File: config.mk
export PLATFORM = sky130hd
export DESIGN_NAME = sramc_psum_packer
export DESIGN_NICKNAME = d
export VERILOG_FILES = /design/src/rtl/sramc_psum_packer_pkg.sv /design/src/rtl/sramc_word_assembler.sv /design/src/rtl/sramc_psum_packer.sv
export SDC_FILE = /design/constraint.sdc
export NUM_CORES = 1
export LEC_CHECK = 0
export ABC_AREA = 1
export BUFFER_PORTS_ARGS = -buffer_cell sky130_fd_sc_hd__buf_2
export CORE_MARGIN = 1.5
export CORE_UTILIZATION = 35
export DETAILED_ROUTE_END_ITERATION = 10
export GPL_TIMING_DRIVEN = 0
export PLACE_DENSITY = 0.56
export SLEW_MARGIN = 20
export SYNTH_ARGS = -nofsm -noshare
export SYNTH_HDL_FRONTEND = slang
export SYNTH_SLANG_ARGS = --single-unit
File: constraint.sdc
create_clock -name i_clk -period 2.2 [get_ports i_clk]
set_clock_uncertainty 0.15 [all_clocks]
set_input_delay 0.22 -clock i_clk [delete_from_list [all_inputs] [get_ports i_clk]]
set_output_delay 0.22 -clock i_clk [all_outputs]
set_load 0.01 [all_outputs]
File: src/rtl/sramc_psum_packer_pkg.sv
// sramc_psum_packer_pkg: SRAM C write-side geometry and packer FSM states
package sramc_psum_packer_pkg;
   localparam int OC_W    = 32;
   localparam int SRAMC_W = 128;
   localparam int SRAMC_N = SRAMC_W / OC_W;
   localparam int ADRC_W  = 12;
   localparam int CNT_W   = ADRC_W + $clog2(SRAMC_N) + 1;
   localparam int LANE_W  = $clog2(SRAMC_N);
   typedef enum logic [1:0] {S_IDLE, S_PACK, S_WRITE, S_DONE} state_t;
endpackage

File: src/rtl/sramc_word_assembler.sv
// sramc_word_assembler: lane buffer, write mask and lane index for one SRAM C word
module sramc_word_assembler
   import sramc_psum_packer_pkg::*;
(
   input  logic               i_clk,
   input  logic               i_rst,
   input  logic               i_clear,
   input  logic               i_load,
   input  logic [OC_W-1:0]    i_data,
   output logic [SRAMC_W-1:0] o_word,
   output logic [SRAMC_N-1:0] o_mask,
   output logic               o_last_lane
);
   logic [SRAMC_W-1:0] r_word;
   logic [SRAMC_N-1:0] r_mask;
   logic [LANE_W-1:0]  r_k;
   always_ff @(posedge i_clk) begin
      if (i_rst || i_clear) begin
         r_word <= '0;
         r_mask <= '0;
         r_k    <= '0;
      end else if (i_load) begin
         r_word[r_k*OC_W +: OC_W] <= i_data;
         r_mask[r_k]              <= 1'b1;
         r_k                      <= r_k + 1'b1;
      end
   end
   assign o_word      = r_word;
   assign o_mask      = r_mask;
   assign o_last_lane = (r_k == LANE_W'(SRAMC_N - 1));
endmodule

File: src/rtl/sramc_psum_packer.sv
// sramc_psum_packer: packs a psum stream into SRAM C words written from a programmed base
module sramc_psum_packer
   import sramc_psum_packer_pkg::*;
(
   input  logic               i_clk,
   input  logic               i_rst,
   input  logic               i_start,
   input  logic [ADRC_W-1:0]  i_base_addr,
   input  logic [CNT_W-1:0]   i_n_elems,
   input  logic               i_psum_valid,
   input  logic [OC_W-1:0]    i_psum_data,
   output logic               o_psum_ready,
   output logic               o_sramc_wren,
   output logic [ADRC_W-1:0]  o_sramc_addr,
   output logic [SRAMC_W-1:0] o_sramc_wdata,
   output logic [SRAMC_N-1:0] o_sramc_wmask,
   input  logic               i_sramc_gnt,
   output logic               o_busy,
   output logic               o_done
);
   state_t            r_state, w_next;
   logic [ADRC_W-1:0] r_addr;
   logic [CNT_W-1:0]  r_rem;
   logic              w_clear, w_load, w_last_lane;
   assign o_psum_ready = (r_state == S_PACK);
   assign o_sramc_wren = (r_state == S_WRITE);
   assign o_done       = (r_state == S_DONE);
   assign o_busy       = (r_state != S_IDLE);
   assign o_sramc_addr = r_addr;
   assign w_load       = o_psum_ready && i_psum_valid;
   sramc_word_assembler u_asm (
      .i_clk       (i_clk),
      .i_rst       (i_rst),
      .i_clear     (w_clear),
      .i_load      (w_load),
      .i_data      (i_psum_data),
      .o_word      (o_sramc_wdata),
      .o_mask      (o_sramc_wmask),
      .o_last_lane (w_last_lane)
   );
   always_comb begin
      w_next  = r_state;
      w_clear = 1'b0;
      case (r_state)
         S_IDLE: begin
            w_clear = i_start;
            w_next  = !i_start ? S_IDLE : (i_n_elems == '0) ? S_DONE : S_PACK;
         end
         S_PACK:  w_next = (w_load && (w_last_lane || r_rem == CNT_W'(1))) ? S_WRITE : S_PACK;
         S_WRITE: begin
            w_clear = i_sramc_gnt;
            w_next  = !i_sramc_gnt ? S_WRITE : (r_rem == '0) ? S_DONE : S_PACK;
         end
         default: w_next = S_IDLE;
      endcase
   end
   always_ff @(posedge i_clk) begin
      if (i_rst) begin
         r_state <= S_IDLE;
         r_addr  <= '0;
         r_rem   <= '0;
      end else begin
         r_state <= w_next;
         if (r_state == S_IDLE && i_start) begin
            r_addr <= i_base_addr;
            r_rem  <= i_n_elems;
         end
         if (w_load) r_rem <= r_rem - 1'b1;
         if (o_sramc_wren && i_sramc_gnt) r_addr <= r_addr + 1'b1;
      end
   end
endmodule
==> impl_metrics.csv, run 1 <==
group,metric,value,unit
status,outcome,"finished clean",
die,initial_utilization,0.356,
finish,post-route-util,0.481,
grt,globalRoute.totalOverflow,0,
clocking,clock_latency_late_sink,440,ps
power_and_ir_drop,ir_drop,0.000545,V
finish,post_route_cells_drive_above_1_share,0.235,
yosys,ys_top_cells_by_area,"sky130_fd_sc_hd__dfxtp_1 (45%), sky130_fd_sc_hd__nand2_1 (13%), sky130_fd_sc_hd__a21oi_1 (10%)",
grt,globalRouteTotalUtil,0.237,
detailed_routing,route.detailed.vias_per_inst,4.94,
detailed_routing,drc_errors,0,
finish,final_net_count,1355,
yosys,yosysWarnings,0,
placed_design,dp.final_hpwl,18800,microns
yosys,yosys_register_bits,163,
power_and_ir_drop,pwr_density_cell,721,nW/um^2
worst_setup_path,critPathCaptureType,"register",
yosys,post_synth.cell_area_avg,7.17,sq um
power_and_ir_drop,design_power_total,7.02,mW
yosys,synthCells,1004,
worst_setup_path,start_kind,"register",
clocking,cts.path.max_buffers,2,
clocking,clkSlewWorstSetupHoldPaths,70,ps
detailed_routing,antenna_violating_nets_post_route,0,
sta,slew-limit-headroom,0.612,
worst_setup_path,crit_path_max_fanout,10,
placed_design,placed_cell_count,1484,
sta,fin_crit_sh,0.949,
detailed_routing,drt-initial-drc-count,539,
grt,grt_start_max_net_pins,17,
power_and_ir_drop,leakage,4.24,nW
finish,stdcell_count,1565,
yosys,mappedNetlistArea,7200,sq um
detailed_routing,drt_pre_antenna_iters,7,
sta,timing_worst_slew_pin_value,582,ps
die,placementRows,52,
clocking,tritoncts_clock_tree,"done",
die,die_x,146,microns
grt,first_global_vias,7302,
detailed_routing,wl_per_cell,16.2,microns
run,maxCapViolCount,0,
finish,area_growth,35.2,%
sta,setup_viol,0,
yosys,post_synthesis_sequential_area_ratio,0.453,
yosys,synth_top_area_frac,0.453,
grt,antenna_violations_before_repair,0,
sta,hold_violations,0,
placed_design,numPortBuffers,210,
sta,timing.final.max_slew_violations,0,
finish,insertedDiodeCount,0,
sta,clock.fmax,0.479,GHz
worst_setup_path,criticalPathCategory,"reg2reg",
yosys,synth_top_cell_by_area,"sky130_fd_sc_hd__dfxtp_1",
die,die_height,146,microns
sta,rsz0062_at_grt,"yes",
die,core,20200,sq um
min_path,hold_path.class,"in2reg",
placed_design,routabilityCongestion,0.849,
die,floorplan.io_pins,212,
yosys,synth_fp_nets,1077,
grt,grt_pass1_wl,39800,microns
clocking,ctsRootBufferMaster,"sky130_fd_sc_hd__clkbuf_16",
yosys,ys_types,32,
sta,timing.final.crit_period,2090,ps
worst_setup_path,timing.critical_path.arrival,2300,ps
clocking,cts-htree-levels,4,
clocking,tritoncts_num_sinks,163,
detailed_routing,vias,7725,
worst_setup_path,worst-endpoint-required,2410,ps
clocking,cts-buffers-inserted,17,
detailed_routing,routed_wirelength,25400,microns
die,design.die.area,21400,sq um
[stage by stage]
step | hold slack [ps] | TNS [ps] | cell area, sq um | setup WS (ps)
after floorplan | 226 | 0 | 7200 | 209
after global placement | 287 | -13660 | 8590 | -446
after detailed placement | 294 | -15410 | 8590 | -441
after CTS | 2.90 | 0 | 9710 | 33.6
after global routing | 33.2 | -41.8 | 9730 | -16.4
final | 11.1 | 0 | 9730 | 113
[final timing paths]
| check | slack, ps | start | depth (start not counted) | endpoint |
|---|---|---|---|---|
| worst max-delay path | 110 | u_asm.r_k[0] | 8 | u_asm.o_word[67] |
| worst min-delay path | 10 | i_base_addr[1] | 3 | o_sramc_addr[1] |
| worst max register to register | 110 | u_asm.r_k[0] | 8 | u_asm.o_word[67] |
| worst min register to register | 310 | u_asm.o_mask[3] | 2 | u_asm.o_mask[3] |
[sequential cells by signal, summed over array words and instances, names as in the netlist]
| name | count |
|---|---|
| o_sramc_addr | 12 |
| r_rem | 15 |
| r_state | 2 |
| u_asm.o_mask | 4 |
| u_asm.o_word | 128 |
| u_asm.r_k | 2 |
[cell usage after synthesis, drive strengths merged]
master  instances
a21boi          1
a21oi         146
a22oi           2
buf            32
clkbuf         36
clkinv          2
dfxtp         163
ha              9
inv            44
nand2         253
nand3         114
nand3b          1
nand4          28
nor2          111
nor3            3
o211a           3
o211ai          2
o21a           18
o21ai          20
o221ai          2
o22ai           5
o31ai           2
or2             3
xor2            4
[layout make-up]
type                            instances  area [sq um]
Clock inverter                         15           194
Inverter                               46           178
Fill cell                            2117         10500
Tap cell                              270           338
Sequential cell                       163          3270
Timing Repair Buffer                  259          1540
Buffer                                 68           325
Clock buffer                           17           425
Multi-Input combinational cell        727          3470
[power by group]
group / total, mW / internal (mW) / switching, mW
clock: 3.18 / 1.82 / 1.36
sequential: 3.07 / 3.01 / 0.0583
combinational: 0.768 / 0.277 / 0.491
total: 7.02 / 5.11 / 1.91
[routing by layer]
metal | track usage | up-vias | wire length [microns]
li1 | - | 3902 | -
met1 | 0.311 | 3549 | 11600
met2 | 0.379 | 244 | 11600
met3 | 0.0656 | 30 | 1880
met4 | 0.0682 | 0 | 400
met5 | 0 | - | 0
[worst max-delay path, cell delays in order (launching register included)]
cell and delay (ps):
sky130_fd_sc_hd__dfxtp_4 420, sky130_fd_sc_hd__inv_1 130, sky130_fd_sc_hd__ha_1 290, sky130_fd_sc_hd__buf_2 230, sky130_fd_sc_hd__nand3_1 150, sky130_fd_sc_hd__clkinvlp_4 170, sky130_fd_sc_hd__clkbuf_4 250, sky130_fd_sc_hd__nand3_1 90
sky130_fd_sc_hd__a21oi_1 140
[timing repair]
item / CTS / global route
hold buffers: 48 / 0
hold endpoints to repair: 92 / 0
gates resized for setup: 10 / 15
pin swaps: 1 / 0
setup endpoints to repair: 59 / 89
setup buffers: 1 / 0
[cell usage in the layout (no fill, tap or decap), types with 4 or more instances in the layout]
cell                              n
sky130_fd_sc_hd__nand2_1        251
sky130_fd_sc_hd__buf_2          237
sky130_fd_sc_hd__dfxtp_1        162
sky130_fd_sc_hd__a21oi_1        146
sky130_fd_sc_hd__nand3_1        113
sky130_fd_sc_hd__nor2_1         103
sky130_fd_sc_hd__dlygate4sd3_1   48
sky130_fd_sc_hd__inv_1           40
sky130_fd_sc_hd__nand4_1         28
sky130_fd_sc_hd__clkbuf_1        26
sky130_fd_sc_hd__o21ai_0         20
sky130_fd_sc_hd__o21a_1          18
sky130_fd_sc_hd__clkbuf_16       17
sky130_fd_sc_hd__ha_1             9
sky130_fd_sc_hd__clkbuf_2         8
sky130_fd_sc_hd__inv_6            6
sky130_fd_sc_hd__o22ai_1          5
sky130_fd_sc_hd__inv_2            4
sky130_fd_sc_hd__nor2_2           4
sky130_fd_sc_hd__nor2_4           4
sky130_fd_sc_hd__xor2_1           4
[cell families (layout without fill, tap and decap cells)]
kind of cell,after synthesis,after routing,synth area share
buf+inv,114,405,0.0667
simple gates,513,513,0.307
xor+xnor,4,4,0.00487
flops,163,163,0.453
compound gates,201,201,0.152
fa+ha+maj,9,9,0.0156
Note: power is estimated with default switching activity, not from simulation.
==> run 2: changes to the inputs <==
--- a/config.mk
+++ b/config.mk
@@ -5,13 +5,12 @@
 export SDC_FILE = /design/constraint.sdc
 export NUM_CORES = 1
 export LEC_CHECK = 0
-export ABC_AREA = 1
 export BUFFER_PORTS_ARGS = -buffer_cell sky130_fd_sc_hd__buf_2
 export CORE_MARGIN = 1.5
 export CORE_UTILIZATION = 35
 export DETAILED_ROUTE_END_ITERATION = 10
 export GPL_TIMING_DRIVEN = 0
-export PLACE_DENSITY = 0.56
+export PLACE_DENSITY = 0.57
 export SLEW_MARGIN = 20
 export SYNTH_ARGS = -nofsm -noshare
 export SYNTH_HDL_FRONTEND = slang
==> run 2 against run 1 <==
Total power shrank 3.0%; worst hold slack lost 2.3 ps; sequential share of layout area grew 1.5 points; combinational power grew 0.9%; area after synthesis shrank 7.8%; synthesized cell count shrank 17%; sequential power is essentially flat; fmax shrank 0.20%; utilization grew 1.8 points; critical path type unchanged; largest power group is now sequential cells.
==> impl_metrics.csv, run 2 <==
group,metric,value,unit
finish,area_growth,40.0,%
yosys,ys_top_cells_by_count,"sky130_fd_sc_hd__dfxtp_1 (163), sky130_fd_sc_hd__nand2_1 (162), sky130_fd_sc_hd__a21oi_1 (143)",
sta,clock.fmax,0.478,GHz
yosys,synth_top_cell_by_area,"sky130_fd_sc_hd__dfxtp_1",
sta,slew-limit-headroom,0.620,
yosys,yosysWarnings,0,
yosys,post_synthesis_sequential_area_ratio,0.491,
detailed_routing,route.detailed.vias_per_inst,5.20,
sta,timing.final.crit_period,2090,ps
detailed_routing,antenna_violating_nets_post_route,0,
finish,post-route-cell-area,9300,sq um
yosys,synthCells,835,
placed_design,dp.final_hpwl,16400,microns
die,core,18600,sq um
finish,insertedDiodeCount,0,
clocking,tritoncts_num_sinks,163,
finish,final_net_count,1198,
die,initial_utilization,0.356,
worst_setup_path,crit_path_max_fanout,8,
yosys,yosys_register_bits,163,
yosys,synth-edff-count,0,
die,die_height,141,microns
min_path,hold_path.class,"in2reg",
grt,globalRoute.totalOverflow,0,
placed_design,detailed_place.area,7990,sq um
run,maxCapViolCount,0,
detailed_routing,drt_pre_antenna_iters,5,
sta,setup_viol,0,
finish,largest_register_ff_count,128,
power_and_ir_drop,ir_drop,0.000570,V
finish,mostFrequentLayoutCells,"sky130_fd_sc_hd__buf_2 (221), sky130_fd_sc_hd__dfxtp_1 (162), sky130_fd_sc_hd__nand2_1 (161)",
die,floorplan.io_pins,212,
placed_design,routabilityCongestion,0.823,
grt,antenna_violations_before_repair,0,
die,die_x,141,microns
clocking,cts-htree-levels,4,
yosys,ys_top_cells_by_area,"sky130_fd_sc_hd__dfxtp_1 (49%), sky130_fd_sc_hd__a21oi_1 (11%), sky130_fd_sc_hd__nand3_1 (10%)",
yosys,post_synth.cell_area_avg,7.95,sq um
detailed_routing,vias,7129,
grt,grt_pass1_wl,35800,microns
detailed_routing,drc_errors,0,
clocking,tritoncts_clock_tree,"done",
worst_setup_path,reg2reg_from,"r_rem[0]",
yosys,yosysMostFrequentCell,"sky130_fd_sc_hd__dfxtp_1",
placed_design,numPortBuffers,211,
yosys,ys_types,56,
worst_setup_path,start_kind,"register",
min_path,min_from,"i_n_elems[5]",
sta,rsz0062_at_grt,"yes",
clocking,cts-buffers-inserted,17,
yosys,ys_async_sr_fraction,0,
detailed_routing,routed_wirelength,23100,microns
grt,grt_start_max_net_pins,19,
grt,first_global_vias,6549,
clocking,ctsRootBufferMaster,"sky130_fd_sc_hd__clkbuf_16",
grt,globalRouteTotalUtil,0.230,
sta,timing_worst_slew_pin_value,569,ps
power_and_ir_drop,pwr_density_cell,732,nW/um^2
worst_setup_path,criticalPathCategory,"reg2reg",
detailed_routing,drt-initial-drc-count,401,
worst_setup_path,timing.critical_path.arrival,2300,ps
die,placementRows,50,
worst_setup_path,worst-endpoint-required,2410,ps
worst_setup_path,critPathCaptureType,"register",
worst_setup_path,critical_path.startpoint,"r_rem[0]",
clocking,cts.path.max_buffers,2,
sta,fin_crit_sh,0.951,
yosys,synth_fp_nets,908,
die,design.die.area,19800,sq um
finish,most_common_cell_after_layout_fill_and_taps_aside,"sky130_fd_sc_hd__buf_2",
finish,post_route_cells_drive_above_1_share,0.275,
clocking,clock_latency_late_sink,430,ps
yosys,mappedNetlistArea,6640,sq um
yosys,yosys_most_used_dff,"sky130_fd_sc_hd__dfxtp_1",
detailed_routing,wl_per_cell,16.8,microns
yosys,synth_top_area_frac,0.491,
sta,setup_tns,0,ps
sta,hold_violations,0,
sta,timing.final.max_slew_violations,0,
power_and_ir_drop,leakage,3.82,nW
status,outcome,"finished clean",
clocking,clkSlewWorstSetupHoldPaths,70,ps
-- run 2: changes by cell type in the layout (fill, tap and decap cells not counted), moves of 11 or more --
cell                       before  now
sky130_fd_sc_hd__clkbuf_2       8   20
sky130_fd_sc_hd__inv_1         40    9
sky130_fd_sc_hd__o21a_1        18    0
sky130_fd_sc_hd__a31oi_1        0   13
sky130_fd_sc_hd__nand2_1      251  161
sky130_fd_sc_hd__buf_2        237  221
sky130_fd_sc_hd__nand3_1      113  137
sky130_fd_sc_hd__nand4_1       28    5
sky130_fd_sc_hd__nor2_1       103   30
sky130_fd_sc_hd__o21ai_0       20    9
-- run 2: critical path, stage by stage, from the launching register on --
cell                      delay, ps
sky130_fd_sc_hd__dfxtp_1        360
sky130_fd_sc_hd__or4_4          570
sky130_fd_sc_hd__or2_1          230
sky130_fd_sc_hd__buf_6          140
sky130_fd_sc_hd__or4_1          400
sky130_fd_sc_hd__a31oi_1        180
-- run 2: worst paths after layout --
check | end | slack [ps] | depth (start not counted)
setup / recovery | r_rem[7] | 110 | 5
hold / removal | r_rem[5] | 9 | 4
setup reg to reg | r_rem[7] | 110 | 5
hold reg to reg | u_asm.o_word[42] | 300 | 2
-- run 2: area by class of cell --
cell class | count | area [sq um]
Multi-Input combinational cell | 593 | 3120
Fill cell | 1862 | 9340
Clock buffer | 17 | 425
Timing Repair Buffer | 272 | 1650
Inverter | 9 | 33.8
Sequential cell | 163 | 3260
Buffer | 69 | 353
Tap cell | 234 | 293
Clock inverter | 15 | 156
-- run 2: where the power goes --
part	internal (mW)	switching [mW]	total, mW
clock	1.52	1.42	2.94
sequential	3.02	0.0694	3.09
combinational	0.314	0.462	0.775
total	4.85	1.95	6.80
-- run 2: cells by family after synthesis --
logic type	after synthesis	share of synthesized area
compound gates	194	0.165
xor+xnor	1	0.00132
fa+ha+maj	9	0.0170
buf+inv	79	0.0473
flops	163	0.491
mux	3	0.00490
simple gates	386	0.273
-- run 2: metal layers --
metal,wire (microns),vias to the layer above,GRT usage
li1,-,3516,-
met5,0,-,0
met2,11000,240,0.376
met3,1260,36,0.0455
met4,522,0,0.0932
met1,10300,3337,0.297
-- run 2: per-stage QoR --
stage	total power [mW]	worst slack, ps	hold WS (ps)	utilization	std cells
2_1_floorplan	3.52	207	206	-	835
3_3_place_gp	3.82	-533	286	0.429	1280
3_5_place_dp	3.82	-485	290	0.429	1280
4_1_cts	6.83	3.79	2.49	0.493	1367
5_1_grt	7.07	-28.2	30.0	0.499	1372
6_report	6.80	109	8.76	0.499	1372
-- run 2: timing repair --
action | 4_1_cts | 5_1_grt
endpoints found under the setup margin | 140 | 142
buffers inserted | 1 | 6
hold buffers | 54 | 0
hold endpoints to repair | 150 | 0
resized for setup | 29 | 52
==> run 3: changes to the inputs <==
--- a/config.mk
+++ b/config.mk
@@ -6,10 +6,11 @@
 export NUM_CORES = 1
 export LEC_CHECK = 0
 export BUFFER_PORTS_ARGS = -buffer_cell sky130_fd_sc_hd__buf_2
+export CORE_ASPECT_RATIO = 0.75
 export CORE_MARGIN = 1.5
 export CORE_UTILIZATION = 35
 export DETAILED_ROUTE_END_ITERATION = 10
-export GPL_TIMING_DRIVEN = 0
+export MAX_ROUTING_LAYER = met4
 export PLACE_DENSITY = 0.57
 export SLEW_MARGIN = 20
 export SYNTH_ARGS = -nofsm -noshare
==> run 3 against run 2 <==
First-iteration DRC count is 51% higher; sequential power hardly changed; register-to-register slack gained 40 ps; non-clock buffer count decreased by 34; worst hold slack improved by 13 ps; design area grew 0.77%; total power is 5.5% higher; global-route usage grew 0.48 points; utilization grew 0.60 points; sequential share of layout area shrank 0.28 points; critical path depth decreased by 1; critical path type unchanged; largest power group is now the clock network.
==> impl_metrics.csv, run 3 (synthesis gave the netlist of run 2 again) <==
group,metric,value,unit
die,design.die.area,19800,sq um
worst_setup_path,critical_path_endpoint,"r_rem[7]",
grt,grt.met3_usage,0.0527,
status,outcome,"finished clean",
worst_setup_path,regToRegEndpoint,"r_rem[7]",
placed_design,placed_cell_count,1263,
worst_setup_path,worst-endpoint-required,2410,ps
die,initial_utilization,0.358,
detailed_routing,route.detailed.vias_per_inst,5.23,
sta,rsz0062_at_grt,"no",
finish,insertedDiodeCount,0,
clocking,cts.path.max_buffers,2,
worst_setup_path,timing.reg2reg.setup_slack,150,ps
min_path,hold_path.class,"in2reg",
die,core,18600,sq um
detailed_routing,routed_wirelength,23100,microns
detailed_routing,antenna_violating_nets_post_route,0,
detailed_routing,vias,7070,
clocking,clkSlewWorstSetupHoldPaths,70,ps
finish,final_net_count,1164,
finish,most_common_cell_after_layout_fill_and_taps_aside,"sky130_fd_sc_hd__buf_2",
sta,hold_ws,22.1,ps
placed_design,detailed_place.area,8160,sq um
sta,setup_viol,0,
placed_design,routabilityCongestion,0.849,
worst_setup_path,cp_cell_sequence,"or4_4 > or2_1 > or4_1 > a31oi_1",
die,die_height,122,microns
finish,post_route_cells_drive_above_1_share,0.277,
sta,timing.final.max_slew_violations,0,
sta,slew-limit-headroom,0.706,
worst_setup_path,worst-r2r-cell-count,4,
sta,timing_worst_slew_pin_value,440,ps
sta,hold_violations,0,
power_and_ir_drop,leakage,3.80,nW
power_and_ir_drop,ir_drop,0.000442,V
worst_setup_path,timing.critical_path.slowest_stage_cell,"sky130_fd_sc_hd__or4_4",
sta,clock.fmax,0.487,GHz
finish,mostFrequentLayoutCells,"sky130_fd_sc_hd__buf_2 (211), sky130_fd_sc_hd__dfxtp_1 (163), sky130_fd_sc_hd__nand2_1 (161)",
clocking,tritoncts_num_sinks,163,
detailed_routing,drt-initial-drc-count,606,
clocking,cts-htree-levels,4,
clocking,post-cts-setup-buffer-count,0,
worst_setup_path,critical_path.startpoint,"r_rem[0]",
finish,post-route-cell-area,9370,sq um
grt,use_met1,0.344,
grt,grt_busiest_layer,"met1",
grt,grt_pass1_wl,35100,microns
finish,stdcell_count,1351,
grt,first_global_vias,6337,
worst_setup_path,reg2reg_from,"r_rem[0]",
worst_setup_path,timing.critical_path.arrival,2260,ps
worst_setup_path,crit_path_max_fanout,8,
clocking,tritoncts_clock_tree,"done",
clocking,cts_resized,0,
detailed_routing,wl_per_cell,17.1,microns
detailed_routing,drc_errors,0,
die,floorplan.io_pins,212,
worst_setup_path,worst_path_largest_cell_delay,560,ps
placed_design,dp.final_hpwl,15500,microns
grt,globalRouteMet2Util,0.315,
worst_setup_path,start_kind,"register",
detailed_routing,drt_pre_antenna_iters,5,
worst_setup_path,criticalPathCategory,"reg2reg",
die,placementRows,43,
worst_setup_path,critPathCaptureType,"register",
sta,timing.final.crit_period,2050,ps
grt,antenna_violations_before_repair,0,
finish,largest_register_ff_count,128,
die,die_x,162,microns
placed_design,numPortBuffers,211,
min_path,hold-path-cell-count,4,
clocking,cts-buffers-inserted,17,
worst_setup_path,critical_path_depth,4,
run,maxCapViolCount,0,
power_and_ir_drop,pwr_density_cell,766,nW/um^2
grt,globalRoute.totalOverflow,0,
clocking,ctsRootBufferMaster,"sky130_fd_sc_hd__clkbuf_16",
grt,globalRouteTotalUtil,0.234,
worst_setup_path,worstPathBufferInverterCount,0,
sta,setup_tns,0,ps
finish,area_growth,41.1,%
worst_setup_path,critPathTopFamily,"simple AND/OR/NAND/NOR gates",
grt,grt_start_max_net_pins,48,
clocking,clock_latency_late_sink,430,ps
sta,fin_crit_sh,0.934,
finish,post-route-util,0.505,
==> run 3: per-layer routing <==
metal | vias up | share of wire
li1 | 3436 | -
met1 | 3353 | 0.50
met2 | 259 | 0.41
met3 | 22 | 0.075
met4 | 0 | 0.015
met5 | - | 0
==> run 3: layout make-up <==
| type | count | area, sq um |
|---|---|---|
| Multi-Input combinational cell | 593 | 3100 |
| Inverter | 9 | 33.8 |
| Fill cell | 1784 | 9190 |
| Timing Repair Buffer | 307 | 2020 |
| Sequential cell | 163 | 3260 |
| Clock buffer | 18 | 439 |
| Clock inverter | 14 | 211 |
| Tap cell | 247 | 309 |
==> run 3: how the worst min path moves through the flow <==
stage | start | endpoint | slack [ps]
global placement | u_asm.o_word[52] | u_asm.o_word[52] | 280
floorplan | i_base_addr[10] | o_sramc_addr[10] | 210
CTS | i_n_elems[5] | r_rem[5] | 9
global route | i_n_elems[5] | r_rem[5] | 30
detailed placement | u_asm.o_word[118] | u_asm.o_word[118] | 290
finish | i_n_elems[5] | r_rem[5] | 20
==> run 3: stage by stage <==
step / worst slack [ps] / total power, mW
3_3_place_gp: 208 / 3.85
4_1_cts: 161 / 7.22
3_5_place_dp: 192 / 3.85
5_1_grt: 33.2 / 7.45
2_1_floorplan: 207 / 3.52
6_report: 146 / 7.18
==> run 3: where the power goes <==
part,leakage [nW],internal (mW),switching (mW)
sequential,1.32,3.02,0.0703
clock,0.317,1.97,1.33
combinational,2.17,0.334,0.450
==> run 3: what timing repair did <==
action	4_1_cts	5_1_grt
endpoints found under the hold margin	151	0
hold buffers	56	0
setup endpoints to repair	0	0
==> run 3: worst register-to-register path: stages, from the launching register on <==
cell and delay [ps]:
sky130_fd_sc_hd__dfxtp_1 360, sky130_fd_sc_hd__or4_4 560, sky130_fd_sc_hd__or2_1 320, sky130_fd_sc_hd__or4_1 420
sky130_fd_sc_hd__a31oi_1 170
